$ cat config.mk
export PLATFORM = sky130hd
export DESIGN_NAME = rr_stream_arbiter
export DESIGN_NICKNAME = d
export VERILOG_FILES = /design/src/rtl/rr_stream_arbiter.sv
export SDC_FILE = /design/constraint.sdc
export NUM_CORES = 1
export LEC_CHECK = 0
export ABC_CLOCK_PERIOD_IN_PS = 1800
export BUFFER_PORTS_ARGS = -buffer_cell sky130_fd_sc_hd__buf_2
export CELL_PAD_IN_SITES_DETAIL_PLACEMENT = 0
export CELL_PAD_IN_SITES_GLOBAL_PLACEMENT = 1
export CORE_MARGIN = 3
export CORE_UTILIZATION = 22
export CTS_CLUSTER_SIZE = 14
export DETAILED_ROUTE_END_ITERATION = 10
export PLACE_DENSITY_LB_ADDON = 0.1
export SYNTH_ARGS = -nofsm -noshare
export SYNTH_HDL_FRONTEND = slang
export SYNTH_SLANG_ARGS = --single-unit
$ cat constraint.sdc
create_clock -name i_clk -period 1.8 [get_ports i_clk]
set_input_delay 0.36 -clock i_clk [delete_from_list [all_inputs] [get_ports i_clk]]
set_output_delay 0.36 -clock i_clk [all_outputs]
set_load 0.01 [all_outputs]
$ cat src/rtl/rr_stream_arbiter.sv
// rr_stream_arbiter
// Shares one downstream valid/ready stream sink between N_REQ requester
// streams. The arbiter is round-robin and locks on packets. A requester
// that wins arbitration owns the sink until it completes a beat with
// last=1. The arbiter also counts completed packets.
//
// Handshake: a beat moves on a rising edge where valid and ready are both
// high on the same channel. The valid signal never depends on ready.
// Ready is forwarded combinationally from the sink to the owner only.
// Requesters must hold their data and last stable while valid is high and
// ready is low.
module rr_stream_arbiter #(
    parameter int N_REQ  = 4,
    parameter int DATA_W = 32,
    parameter int CNT_W  = 16
) (
    input  logic                    i_clk,
    input  logic                    i_rst_n,
    input  logic [N_REQ-1:0]        i_valid,
    input  logic [N_REQ*DATA_W-1:0] i_data,
    input  logic [N_REQ-1:0]        i_last,
    output logic [N_REQ-1:0]        o_ready,
    output logic                    o_valid,
    output logic [DATA_W-1:0]       o_data,
    output logic                    o_last,
    input  logic                    i_ready,
    output logic [N_REQ-1:0]        o_grant,
    output logic                    o_busy,
    output logic [CNT_W-1:0]        o_pkt_cnt
);

    // Index width. It is kept at least 1 bit so that N_REQ=1 still
    // elaborates.
    localparam int IDX_W = (N_REQ > 1) ? $clog2(N_REQ) : 1;

    typedef enum logic {
        ST_IDLE   = 1'b0,
        ST_LOCKED = 1'b1
    } state_e;

    state_e             state_q, state_d;
    logic [IDX_W-1:0]   rr_ptr_q, rr_ptr_d;
    logic [IDX_W-1:0]   owner_q, owner_d;
    logic [N_REQ-1:0]   grant_q, grant_d;
    logic [CNT_W-1:0]   pkt_cnt_q, pkt_cnt_d;

    // Arbitration search results.
    logic               req_found;
    logic [IDX_W-1:0]   req_idx;
    logic [IDX_W:0]     cand;

    // Events of the current cycle.
    logic               beat_xfer;
    logic               pkt_done;
    logic [IDX_W-1:0]   owner_next;

    // Round-robin search: the first valid requester starting at rr_ptr,
    // wrapping modulo N_REQ.
    always_comb begin
        req_found = 1'b0;
        req_idx   = '0;
        cand      = '0;
        for (int i = 0; i < N_REQ; i++) begin
            cand = {1'b0, rr_ptr_q} + (IDX_W+1)'(i);
            if (cand >= (IDX_W+1)'(N_REQ)) begin
                cand = cand - (IDX_W+1)'(N_REQ);
            end
            if (!req_found && i_valid[cand[IDX_W-1:0]]) begin
                req_found = 1'b1;
                req_idx   = cand[IDX_W-1:0];
            end
        end
    end

    // Sink-side pass-through from the owning requester. The one-hot grant
    // selects the owner, so a non-owner cannot reach the sink.
    always_comb begin
        o_valid = 1'b0;
        o_data  = '0;
        o_last  = 1'b0;
        o_ready = '0;
        if (state_q == ST_LOCKED) begin
            for (int k = 0; k < N_REQ; k++) begin
                if (grant_q[k]) begin
                    o_valid    = i_valid[k];
                    o_data     = i_data[k*DATA_W +: DATA_W];
                    o_last     = i_last[k];
                    o_ready[k] = i_ready;
                end
            end
        end
    end

    // Beat transfer and end-of-packet detection.
    always_comb begin
        beat_xfer = o_valid && i_ready;
        pkt_done  = beat_xfer && o_last;
    end

    // Round-robin successor of the current owner.
    always_comb begin
        if (owner_q == IDX_W'(N_REQ - 1)) begin
            owner_next = '0;
        end else begin
            owner_next = owner_q + IDX_W'(1);
        end
    end

    // Next-state logic. IDLE spends one cycle arbitrating. LOCKED holds the
    // owner until it completes a last beat. Nothing preempts LOCKED and it
    // has no timeout.
    always_comb begin
        state_d   = state_q;
        rr_ptr_d  = rr_ptr_q;
        owner_d   = owner_q;
        grant_d   = grant_q;
        pkt_cnt_d = pkt_cnt_q;
        case (state_q)
            ST_IDLE: begin
                if (req_found) begin
                    state_d = ST_LOCKED;
                    owner_d = req_idx;
                    for (int k = 0; k < N_REQ; k++) begin
                        grant_d[k] = (IDX_W'(k) == req_idx);
                    end
                end
            end
            ST_LOCKED: begin
                if (pkt_done) begin
                    state_d   = ST_IDLE;
                    grant_d   = '0;
                    rr_ptr_d  = owner_next;
                    pkt_cnt_d = pkt_cnt_q + CNT_W'(1);
                end
            end
            default: begin
                state_d = ST_IDLE;
                grant_d = '0;
            end
        endcase
    end

    // State registers. A reset aborts any packet in flight. The aborted
    // packet is not counted, and the search restarts at index 0.
    always_ff @(posedge i_clk) begin
        if (!i_rst_n) begin
            state_q   <= ST_IDLE;
            rr_ptr_q  <= '0;
            owner_q   <= '0;
            grant_q   <= '0;
            pkt_cnt_q <= '0;
        end else begin
            state_q   <= state_d;
            rr_ptr_q  <= rr_ptr_d;
            owner_q   <= owner_d;
            grant_q   <= grant_d;
            pkt_cnt_q <= pkt_cnt_d;
        end
    end

    // Status outputs. o_busy exposes the FSM state directly.
    always_comb begin
        o_grant   = grant_q;
        o_busy    = (state_q == ST_LOCKED);
        o_pkt_cnt = pkt_cnt_q;
    end

endmodule

# Word-level counts from Yosys, hierarchy flattened
# Cells that the tools add are included.
[totals] output_inout_bits=59 reg_bits=25 latchBits=0 n_memories=0 mem_bits_rw=0 mem_bits_ro=0
[op_classes] n_eq_ne=6 bitwise_logic=1 n_addsub=9 reduce_logical=12 shift=0 n_mul=0 div_mod_pow=0 n_lt_le_gt_ge=8 muxes=47
[op_table] op="32-bit two-way mux" count=5
[op_table] op="1-bit two-way mux" count=24
[op_table] op="2-bit two-way mux" count=9
[op_table] op="16-bit by 1-bit adder with 16-bit output, second input constant" count=1
[op_table] op="2-bit by 3-bit less-than comparator with 1-bit output, second input constant" count=4
[op_table] op="4-bit two-way mux" count=3
[op_table] op="3-bit greater-or-equal comparator, second input constant" count=3
[op_table] op="1-bit binary-select mux with 2-bit select" count=4
[op_table] op="4-bit one-hot mux with 2 select lines" count=1
[op_table] op="2-bit by 1-bit subtractor with 2-bit output, second input constant" count=4
[op_table] op="2-bit by 2-bit adder with 3-bit output, second input constant" count=2
[op_table] op="2-bit AND reduction" count=3
[op_table] op="1-bit logical AND" count=5
[op_table] op="2-bit equality test, first input constant" count=2
[op_table] op="2-bit by 1-bit adder with 3-bit output, second input constant" count=1
[op_table] op="2-bit by 3-bit greater-or-equal comparator with 1-bit output, second input constant" count=1
[op_table] op="1-bit logical NOT" count=3
[op_table] op="2-bit by 1-bit adder with 2-bit output, second input constant" count=1
[op_table] op="1-bit by 2-bit equality test with 1-bit output, first input constant" count=1
[op_table] op="2-bit equality test, second input constant" count=1
[op_table] op="2-bit logical NOT" count=1
[op_table] op="2-bit by 1-bit inequality test with 1-bit output, second input constant" count=1
[op_table] op="2-bit inequality test, second input constant" count=1
[op_table] op="1-bit one-hot mux with 2 select lines" count=1
[op_table] op="1-bit NOT" count=1

# Depth between registers and ports, before layout
# Gate-level depths: netlist of the first run.
[depth] depth_word=17 ltp_mapped=8 ltp_nobuf=5

# Least setup slack after synthesis of the first run
# No wires, ideal clock.
[synth_timing] kind="reg-to-reg" start="register grant_q[1] (netlist: o_grant[1])" end="register pkt_cnt_q[13] (netlist: o_pkt_cnt[13])" t_required_ns=1.668 slack_ns=-0.130 setup_ns=0.132 arrival_time_ns=1.798 stages_incl_launch_ff=9 cell_sequence="dfxtp_1 buf_6 a211oi_1 a211oi_2 o211ai_2 buf_2 buf_2 o31ai_1 a21oi_1"
[synth_between] elab_chain_cells=7
[synth_lines] item="start, declared" line="44" text="logic [N_REQ-1:0] grant_q, grant_d;"
[synth_lines] item="start signal, assigned" line="156" text="grant_q <= grant_d;"
[synth_lines] item="1-bit two-way mux (3 in a row)" line="84" text="if (grant_q[k]) begin"
[synth_lines] item="1-bit two-way mux" line="82" text="if (state_q == ST_LOCKED) begin"
[synth_lines] item="1-bit logical AND" line="96" text="beat_xfer = o_valid && i_ready;"
[synth_lines] item="1-bit logical AND (*)" line="97" text="pkt_done = beat_xfer && o_last;"
[synth_lines] item="2-bit AND reduction (no line) (*)"
[synth_lines] item="end signal, assigned" line="157" text="pkt_cnt_q <= pkt_cnt_d;"
[synth_lines] item="end, declared" line="45" text="logic [CNT_W-1:0] pkt_cnt_q, pkt_cnt_d;"
# Every way passes the cells marked *; elsewhere a longest branch is shown, timed or not.
# A chain may end at the register's enable or synchronous reset.

# Worst setup path after layout of the first run
[layout_timing] start="register grant_q[1] (netlist: o_grant[1])" end="output o_data[11]"
[layout_between] elab_chain_cells=4
[layout_lines] item="32-bit two-way mux (3 in a row)" line="84"
[layout_lines] item="32-bit two-way mux" line="82"
[layout_lines] item="end, declared" line="24" text="output logic [DATA_W-1:0] o_data,"
# Every way passes these cells.

==> results of run 1 <==
## cells in the mapped netlist, drive strengths merged (2+ instances only)
master	number
a211oi	2
buf	6
o21ai	5
nand2	11
nand4	3
or3	6
or4	9
clkbuf	26
or2	2
ha	2
and4	2
nor2b	35
inv	4
dfxtp	25
nor3	32
mux2i	3
a221oi	32
nand3	11
a21oi	57
and3	6
nor2	39
nand3b	4
and2	3
o31ai	9
## sequential cells by signal (all words and copies together), names as in the netlist
register,count
o_grant,4
o_pkt_cnt,16
o_busy,1
owner_q,2
rr_ptr_q,2
## final timing paths
path | end | from | depth (start not counted)
max | o_data[11] | o_grant[1] | 9
min | owner_q[0] | owner_q[0] | 2
max reg2reg | o_pkt_cnt[3] | o_grant[1] | 9
min reg2reg | owner_q[0] | owner_q[0] | 2
## report_power, final
| part | internal (mW) | total [mW] | switching (mW) | leakage, nW |
|---|---|---|---|---|
| Sequential | 0.561 | 0.569 | 0.00848 | 0.205 |
| Combinational | 0.435 | 0.849 | 0.414 | 1.84 |
| Clock | 0.157 | 0.346 | 0.189 | 0.0217 |
| Total | 1.15 | 1.76 | 0.611 | 2.07 |
## metal layers
layer | GRT usage | vias up | wire length (um)
met4 | 0.0214 | 0 | 26
li1 | - | 1774 | -
met5 | 0 | - | 0
met3 | 0.0270 | 2 | 837
met1 | 0.208 | 1642 | 4610
met2 | 0.325 | 117 | 6130
## per-stage QoR
stage,util,cell area [um2]
6_report,0.434,4520
4_1_cts,0.415,4320
5_1_grt,0.434,4520
3_3_place_gp,0.356,3710
2_1_floorplan,-,2390
3_5_place_dp,0.356,3710
## cell families after synthesis
| family | share of synthesized area |
|---|---|
| and+or+nand+nor | 0.373 |
| AOI/OAI and AO/OA | 0.323 |
| buffers and inverters | 0.0618 |
| DFF | 0.211 |
| muxes | 0.0127 |
| xor gates and xnor gates | 0.00740 |
| adders and majority gates | 0.0106 |
## worst register-to-register path, delay by kind of cell, from the launching register on
kind / cells / cell delay (ns)
buffers and inverters: 4 / 0.60
AOI/OAI and AO/OA: 4 / 0.69
and+or+nand+nor: 1 / 0.36
DFF: 1 / 0.38
## cell type report
| type | count | share of cell area |
|---|---|---|
| Clock buffer | 3 | 0.00913 |
| Clock inverter | 1 | 0.00166 |
| Inverter | 4 | 0.00332 |
| Multi-Input combinational cell | 285 | 0.480 |
| Sequential cell | 25 | 0.113 |
| Tap cell | 136 | 0.0376 |
| Timing Repair Buffer | 257 | 0.355 |
## timing repair
action	4_1_cts	5_1_grt
setup buffers	14	4
cloned	4	0
endpoints found under the setup margin	54	57
gates resized for setup	62	36
pin swaps	50	20
==> reports/results.ini, run 1 <==
[detailed_routing]
drt_wl_total_um=11600
drc=0
drtIter0Drc=236
num_vias=3535
viasPerCell=4.97
drtAntennaViolNets=0
first_pass_iters=4
wl_per_cell_um=16.3

[final_layout]
nets=717
drive_gt1_frac=0.574
seqCellArea_um2=510
layout_common_cells=buf_2 (195), a21oi_1 (51), buf_4 (40), nor2_1 (38), nor2b_1 (34)
syn_to_final_growth_pct=91.1
finalNonFillerCells=711
layout_commonest_cell=buf_2
fillCellCount=1111
multi_input_area_um2=2170
num_antenna_cells=0

[sta]
fmax_ghz=0.472
slew_violations=0
tightest_slew_ns=0.413
rsz0062_at_grt=yes
fin_crit_ns=2.12
finalSetupViolations=57
fin_crit_sh=1.18
relSlewSlack=0.724
skew_ns=0.0134
layout_setup_ws_ns=-0.318
setup_tns_ns=-12.22
hold_ws_ns=0.474
hold_viol=0

[flow_run]
drv_cap=0

[clocking]
htreeDepth=1
cts_buffer_depth=2
numCtsBuffers=3
cts-root-buf=clkbuf_8
clk_latency_ns=0.28
cts_hold_buf=0
cts_tree=yes
cts.sinks=25
clk_pin_slew_ns=0.08

[global_route]
grt_pass1_wl_um=16600
grt_max_degree=38
antenna_found_initial=0
track_usage=0.172
overflow=0
grt_pass1_vias=3208

[floorplanning]
die_w_um=110
core_um2=10400
fp.dieH_um=110
start_util=0.227
ios=198
dieArea_um2=12000
placementRows=37

[run_status]
violations=setup timing
status=finished, violations left

[synthesis]
yosys.area.top_type=dfxtp_1
synth_edf_count=0
async_flop_share=0
ys_warn_count=0
ys_types=40
syn_nets=486
synth_area_leaders=dfxtp_1 (21%), a21oi_1 (12%), a221oi_1 (12%), nor2b_1 (9.2%), nor3_1 (6.8%)
syn_inst=345
ys_ff_latch=25
synth-main-ff-cell=dfxtp_1
syn_area_um2=2370
yosysTopAreaCellShare=0.211
synth.avg_cell_area_um2=6.86
yosysSeqAreaShare=0.211

[pwr]
power_mw=1.76
p_leak_nw=2.07
power_density_nw_per_um2=390
ir_drop_mv=0.311

[setup_path]
critPathBufInv=4
cpPeakStageDelay_ns=0.37
criticalPathCategory=reg2out
slowest_stage=dfxtp_4
crit_chain=buf_6 -> nor2b_4 -> buf_12 -> buf_16 -> a221oi_2 -> nor3_1 -> a21oi_1 -> nor2_1 -> buf_2
r2r_slack_ns=-0.27
cp-end-kind=output port
worstPathArrival_ns=1.76
crit_family=buffers and inverters
cp-start-kind=flop
worstPathRequired_ns=1.44
critPathMaxFanout=8

[worst_hold_path]
hp-class=reg2reg

[place]
globalplace.congestion=0.782
io_buffers=197
dpl.hpwl_um=8580
dpl_worst_slack_ns=-0.346
dp.cells=686

Note: power is estimated with default switching activity, not from simulation.
==> run 2, diff against run 1 <==
--- a/config.mk
+++ b/config.mk
@@ -13,7 +13,9 @@
 export CORE_UTILIZATION = 22
 export CTS_CLUSTER_SIZE = 14
 export DETAILED_ROUTE_END_ITERATION = 10
-export PLACE_DENSITY_LB_ADDON = 0.1
+export PLACE_DENSITY = 0.72
+export REMOVE_ABC_BUFFERS = 1
 export SYNTH_ARGS = -nofsm -noshare
 export SYNTH_HDL_FRONTEND = slang
 export SYNTH_SLANG_ARGS = --single-unit
+export TNS_END_PERCENT = 50
==> run 2 against run 1 <==
The run still ends with setup timing left. Non-clock buffer count grew 5. Design area grew 0.86%. First-iteration DRC count shrank 3.8%. Largest cell class unchanged. Highest routed layer unchanged.
==> reports/results.ini, run 2 (same netlist as run 1, synthesis figures left out) <==
[pwr]
p_leak_nw=2.10  ; was 2.07 nW
power_density_nw_per_um2=387  ; was 390 nW/um2
ir_drop_mv=0.279  ; was 0.311 mV

[final_layout]
fillCellCount=1061  ; was 1111
syn_to_final_growth_pct=92.8  ; was 91.1%
drive_gt1_frac=0.576  ; was 0.574
largest_reg_flops=16  ; unchanged
nets=722  ; was 717
num_antenna_cells=0  ; unchanged
layout_commonest_cell=buf_2  ; unchanged
layout_common_cells=buf_2 (195), a21oi_1 (49), buf_4 (44), nor2_1 (39), nor2b_1 (32)  ; was buf_2 (195), a21oi_1 (51), buf_4 (40), nor2_1 (38), nor2b_1 (34)

[worst_hold_path]
hp-class=reg2reg  ; unchanged

[global_route]
grt_pass1_vias=3359  ; was 3208
track_usage=0.169  ; was 0.172
grt_pass1_wl_um=16400  ; was 16600 um
grt_max_degree=62  ; was 38
overflow=0  ; unchanged
antenna_found_initial=0  ; unchanged

[place]
dpl_worst_slack_ns=-0.446  ; was -0.346 ns
dpl.hpwl_um=8550  ; was 8580 um
io_buffers=197  ; unchanged
globalplace.congestion=0.826  ; was 0.782

[clocking]
cts-root-buf=clkbuf_8  ; unchanged
cts.sinks=25  ; unchanged
cts_buffer_depth=2  ; unchanged
clk_pin_slew_ns=0.09  ; was 0.08 ns
clk_latency_ns=0.27  ; was 0.28 ns
numCtsBuffers=3  ; unchanged
htreeDepth=1  ; unchanged
cts_tree=yes  ; unchanged

[setup_path]
cpPeakStageDelay_ns=0.34  ; was 0.37 ns
crit_family=buffers and inverters  ; unchanged
cp-start-kind=flop  ; unchanged
critPathMaxFanout=16  ; was 8
critPathBufInv=3  ; was 4
worstPathArrival_ns=1.68  ; was 1.76 ns
slowest_stage=dfxtp_2  ; was dfxtp_4
cp-end-kind=output port  ; unchanged
criticalPathCategory=reg2out  ; unchanged
worstPathRequired_ns=1.44  ; about the same
crit_chain=nor2b_4 -> buf_12 -> buf_4 -> a221oi_4 -> nor3_2 -> a21oi_2 -> nor2_1 -> buf_2  ; was buf_6 -> nor2b_4 -> buf_12 -> buf_16 -> a221oi_2 -> nor3_1 -> a21oi_1 -> nor2_1 -> buf_2

[sta]
fin_crit_ns=2.04  ; was 2.12 ns
hold_ws_ns=0.478  ; was 0.474 ns
finalSetupViolations=49  ; was 57
relSlewSlack=0.719  ; was 0.724
fmax_ghz=0.490  ; was 0.472 GHz
hold_viol=0  ; unchanged
rsz0062_at_grt=yes  ; unchanged
tightest_slew_ns=0.421  ; was 0.413 ns
layout_setup_ws_ns=-0.241  ; was -0.318 ns
fin_crit_sh=1.13  ; was 1.18
slew_violations=0  ; unchanged
skew_ns=0.00615  ; was 0.0134 ns

[run_status]
violations=setup timing  ; unchanged
status=finished, violations left  ; unchanged

[floorplanning]
fp.dieH_um=110  ; unchanged
ios=198  ; unchanged
placementRows=37  ; unchanged
start_util=0.227  ; unchanged
core_um2=10400  ; unchanged
dieArea_um2=12000  ; unchanged
die_w_um=110  ; unchanged

[detailed_routing]
viasPerCell=5.11  ; was 4.97
drtIter0Drc=227  ; was 236
drc=0  ; unchanged
drtAntennaViolNets=0  ; unchanged
drt_wl_total_um=11900  ; was 11600 um
num_vias=3657  ; was 3535
wl_per_cell_um=16.7  ; was 16.3 um
first_pass_iters=4  ; unchanged

[flow_run]
drv_cap=0  ; unchanged

-- run 2: cell types whose count changed in the layout (fill, tap and decap cells not counted), sizes merged --
cell / previous run / this run
buf: 257 / 260
clkinvlp: 1 / 0
clkbuf: 3 / 5
clkinv: 0 / 1
-- run 2: layout make-up --
type	count	area, um2	share of cell area
multi-input cells	285	2170	0.476
repair buffers	262	1650	0.361
flip-flops and latches	25	510	0.112
well taps	136	170	0.0373
clock buffers	3	41.3	0.00905
inverters	4	15.0	0.00329
clock inverters	1	5.00	0.00110
-- run 2: path summary, 6_finish.rpt --
check | start | slack (ns) | to | depth (start not counted)
worst min register to register | owner_q[0] | 0.48 | owner_q[0] | 2
worst min-delay path | owner_q[0] | 0.48 | owner_q[0] | 2
worst max register to register | o_grant[1] | -0.24 | o_pkt_cnt[4] | 8
worst max-delay path | o_grant[0] | -0.24 | o_data[6] | 8
-- run 2: stage by stage --
step                instances  utilization  area (um2)  setup TNS [ns]  power (mW)
CTS                       705        0.406        4230           -9.99        1.68
floorplan                 313            -        2240          -60.89       0.868
global route              716        0.438        4560          -14.99        1.87
detailed placement        691        0.359        3730          -17.13        1.21
finish                    716        0.438        4560           -9.47        1.76
global placement          691        0.359        3730          -15.16        1.20
-- run 2: per-layer routing --
metal	global-route usage	vias up	share of wire
met5	0	-	0
met3	0.0311	14	0.086
met1	0.194	1725	0.39
met2	0.321	141	0.51
li1	-	1777	-
met4	0.0365	0	0.017
-- run 2: worst register-to-register path, delay by kind of cell (launching register included) --
kind,cells,cell delay [ns]
flops,1,0.40
compound gates,4,0.71
simple gates,1,0.35
buf+inv,3,0.51
-- run 2: timing repair --
item,CTS,global route
setup buffers,8,10
hold buffers,0,0
setup endpoints to repair,58,57
resized for setup,64,38
pin swaps,24,19
gates cloned,2,2
-- run 2: power by group --
part / switching [mW] / internal [mW] / leakage, nW / total [mW]
Combinational: 0.414 / 0.437 / 1.87 / 0.850
Clock: 0.186 / 0.155 / 0.0255 / 0.341
Sequential: 0.0116 / 0.561 / 0.205 / 0.572
==> run 3, diff against run 2 <==
--- a/config.mk
+++ b/config.mk
@@ -5,12 +5,12 @@
 export SDC_FILE = /design/constraint.sdc
 export NUM_CORES = 1
 export LEC_CHECK = 0
-export ABC_CLOCK_PERIOD_IN_PS = 1800
+export ABC_CLOCK_PERIOD_IN_PS = 2100
 export BUFFER_PORTS_ARGS = -buffer_cell sky130_fd_sc_hd__buf_2
 export CELL_PAD_IN_SITES_DETAIL_PLACEMENT = 0
 export CELL_PAD_IN_SITES_GLOBAL_PLACEMENT = 1
 export CORE_MARGIN = 3
-export CORE_UTILIZATION = 22
+export CORE_UTILIZATION = 23
 export CTS_CLUSTER_SIZE = 14
 export DETAILED_ROUTE_END_ITERATION = 10
 export PLACE_DENSITY = 0.72
==> constraint.sdc (replaced) <==
create_clock -name i_clk -period 2.1 [get_ports i_clk]
set_input_delay 0.42 -clock i_clk [delete_from_list [all_inputs] [get_ports i_clk]]
set_output_delay 0.42 -clock i_clk [all_outputs]
set_load 0.01 [all_outputs]
==> run 3 against run 2 <==
The flow still finishes with violations (setup timing). First-iteration DRC count up 16%. Die area fell by 4.1%. Register-to-register slack improved by 0.25 ns. Clock-buffer cell count unchanged. Sequential power down 14%. Core utilization shrank 2.6 points. Non-clock buffer count down 24. Critical endpoint is now o_data[15]. Largest cell class unchanged.
==> reports/results.ini, run 3 (same netlist as run 1, synthesis figures left out) <==
[detailed_routing]
viasPerCell=5.03  ; was 5.11
num_vias=3469  ; was 3657
drt_wl_total_um=11200  ; was 11900 um
drtAntennaViolNets=0  ; unchanged
wl_per_cell_um=16.2  ; was 16.7 um
drtIter0Drc=263  ; was 227
first_pass_iters=4  ; unchanged
drc=0  ; unchanged

[global_route]
track_usage=0.172  ; was 0.169
overflow=0  ; unchanged
antenna_found_initial=0  ; unchanged
grt_pass1_wl_um=16300  ; was 16400 um
grt_max_degree=51  ; was 62
grt_pass1_vias=3239  ; was 3359

[floorplanning]
start_util=0.239  ; was 0.227
dieArea_um2=11500  ; was 12000 um2
fp.dieH_um=107  ; was 110 um
core_um2=9910  ; was 10400 um2
ios=198  ; unchanged
die_w_um=107  ; was 110 um
placementRows=36  ; was 37

[clocking]
numCtsBuffers=3  ; unchanged
htreeDepth=1  ; unchanged
clk_pin_slew_ns=0.10  ; was 0.09 ns
cts-root-buf=clkbuf_8  ; unchanged
cts.sinks=25  ; unchanged
cts_hold_buf=0  ; unchanged
cts_buffer_depth=2  ; unchanged
clk_latency_ns=0.27  ; about the same
cts_tree=yes  ; unchanged

[final_layout]
layout_commonest_cell=buf_2  ; unchanged
multi_input_area_um2=1910  ; was 2170 um2
largest_reg_flops=16  ; unchanged
seqCellArea_um2=513  ; was 510 um2
layout_common_cells=buf_2 (197), a21oi_1 (56), nor2_1 (39), nor2b_1 (34), nor3_1 (30)  ; was buf_2 (195), a21oi_1 (49), buf_4 (44), nor2_1 (39), nor2b_1 (32)
fillCellCount=1056  ; was 1061
drive_gt1_frac=0.505  ; was 0.576
nets=697  ; was 722
finalNonFillerCells=689  ; was 716
syn_to_final_growth_pct=72.6  ; was 92.8%

[place]
globalplace.congestion=0.817  ; was 0.826
io_buffers=197  ; unchanged
dpl_worst_slack_ns=-0.0233  ; was -0.446 ns
dpl.hpwl_um=8290  ; was 8550 um
dp.cells=668  ; was 691

[worst_hold_path]
hold_depth=2  ; unchanged
min-delay-start=owner_q[1]  ; was owner_q[0]
hp-class=reg2reg  ; unchanged
hold_end=owner_q[1]  ; was owner_q[0]

[setup_path]
rr_endpoint=o_pkt_cnt[12]  ; was o_pkt_cnt[4]
critPathMaxFanout=6  ; was 16
r2r.worst_path.cells=6  ; was 8
r2r_slack_ns=0.01  ; was -0.24 ns
r2r_start=o_grant[1]  ; unchanged
worstPathRequired_ns=1.68  ; was 1.44 ns
cp-start-kind=flop  ; unchanged
criticalPathCategory=reg2out  ; unchanged
cp-end-kind=output port  ; unchanged
worstPathArrival_ns=1.82  ; was 1.68 ns

[run_status]
violations=setup timing  ; unchanged
status=finished, violations left  ; unchanged

[sta]
fin_crit_sh=1.07
fin_crit_ns=2.24
setup_tns_ns=-1.46  ; was -9.47 ns
hold_viol=0  ; unchanged
tightest_slew_ns=0.385  ; was 0.421 ns
fmax_ghz=0.446
skew_ns=0.00783  ; was 0.00615 ns
finalSetupViolations=28  ; was 49
rsz0062_at_grt=yes  ; unchanged
layout_setup_ws_ns=-0.141  ; was -0.241 ns
slew_violations=0  ; unchanged
relSlewSlack=0.743  ; was 0.719

[flow_run]
drv_cap=0  ; unchanged

[pwr]
p_leak_nw=1.89  ; was 2.10 nW
power_density_nw_per_um2=353  ; was 387 nW/um2
ir_drop_mv=0.300  ; was 0.279 mV

[run 3: changes by cell type in the layout (fill, tap and decap cells not counted), sizes merged]
cell	before	now
o211ai	2	1
diode	0	1
buf	260	236
clkinvlp	0	1
clkinv	1	0
[run 3: layer usage]
metal / track usage / routed length, um / up-vias
met5: 0 / 0 / -
met4: 0.0198 / 59 / 0
met3: 0.0336 / 950 / 6
met2: 0.325 / 5810 / 140
met1: 0.206 / 4340 / 1598
li1: - / - / 1725
[run 3: through the flow]
stage / hold WS, ns / util / power [mW] / cell area [um2]
3_5_place_dp: 0.465 / 0.363 / 1.02 / 3590
4_1_cts: 0.481 / 0.388 / 1.37 / 3850
6_report: 0.481 / 0.412 / 1.44 / 4090
5_1_grt: 0.508 / 0.412 / 1.53 / 4080
2_1_floorplan: 0.440 / - / 0.744 / 2240
3_3_place_gp: 0.454 / 0.363 / 1.01 / 3590
[run 3: worst max-delay path by stage]
stage,to,startpoint,depth (start not counted),slack [ns]
2_1_floorplan,o_pkt_cnt[8],o_grant[3],5,-1.03
6_report,o_data[15],o_grant[1],10,-0.14
3_5_place_dp,o_pkt_cnt[4],o_grant[1],7,-0.02
3_3_place_gp,o_pkt_cnt[12],i_valid[1],7,0.02
5_1_grt,o_data[30],o_grant[1],10,-0.22
4_1_cts,o_data[5],o_grant[1],8,-0.08
[run 3: final cells by class]
type,instances,share of cell area
inverters,4,0.00367
diodes,1,0.000612
well taps,133,0.0407
flip-flops and latches,25,0.126
multi-input cells,284,0.468
repair buffers,238,0.350
clock inverters,1,0.00184
clock buffers,3,0.0101
[run 3: critical path, cell delays in order, from the launching register on]
cell and delay (ns):
dfxtp_4 0.37, buf_6 0.12, nor2b_4 0.16, buf_12 0.14
buf_12 0.13, buf_6 0.10, a221oi_2 0.04, nor3_1 0.17
a21oi_1 0.07, nor2_1 0.11, buf_2 0.14
[run 3: power by group]
group	total [mW]	switching [mW]	leakage (nW)	internal, mW
sequential	0.490	0.00973	0.205	0.480
clock	0.300	0.166	0.0217	0.135
combinational	0.653	0.315	1.67	0.338
[run 3: repair_timing]
item	4_1_cts	5_1_grt
resized for setup	28	25
pin swaps	2	30
setup buffers	4	10
setup endpoints to repair	46	47
gates cloned	1	2
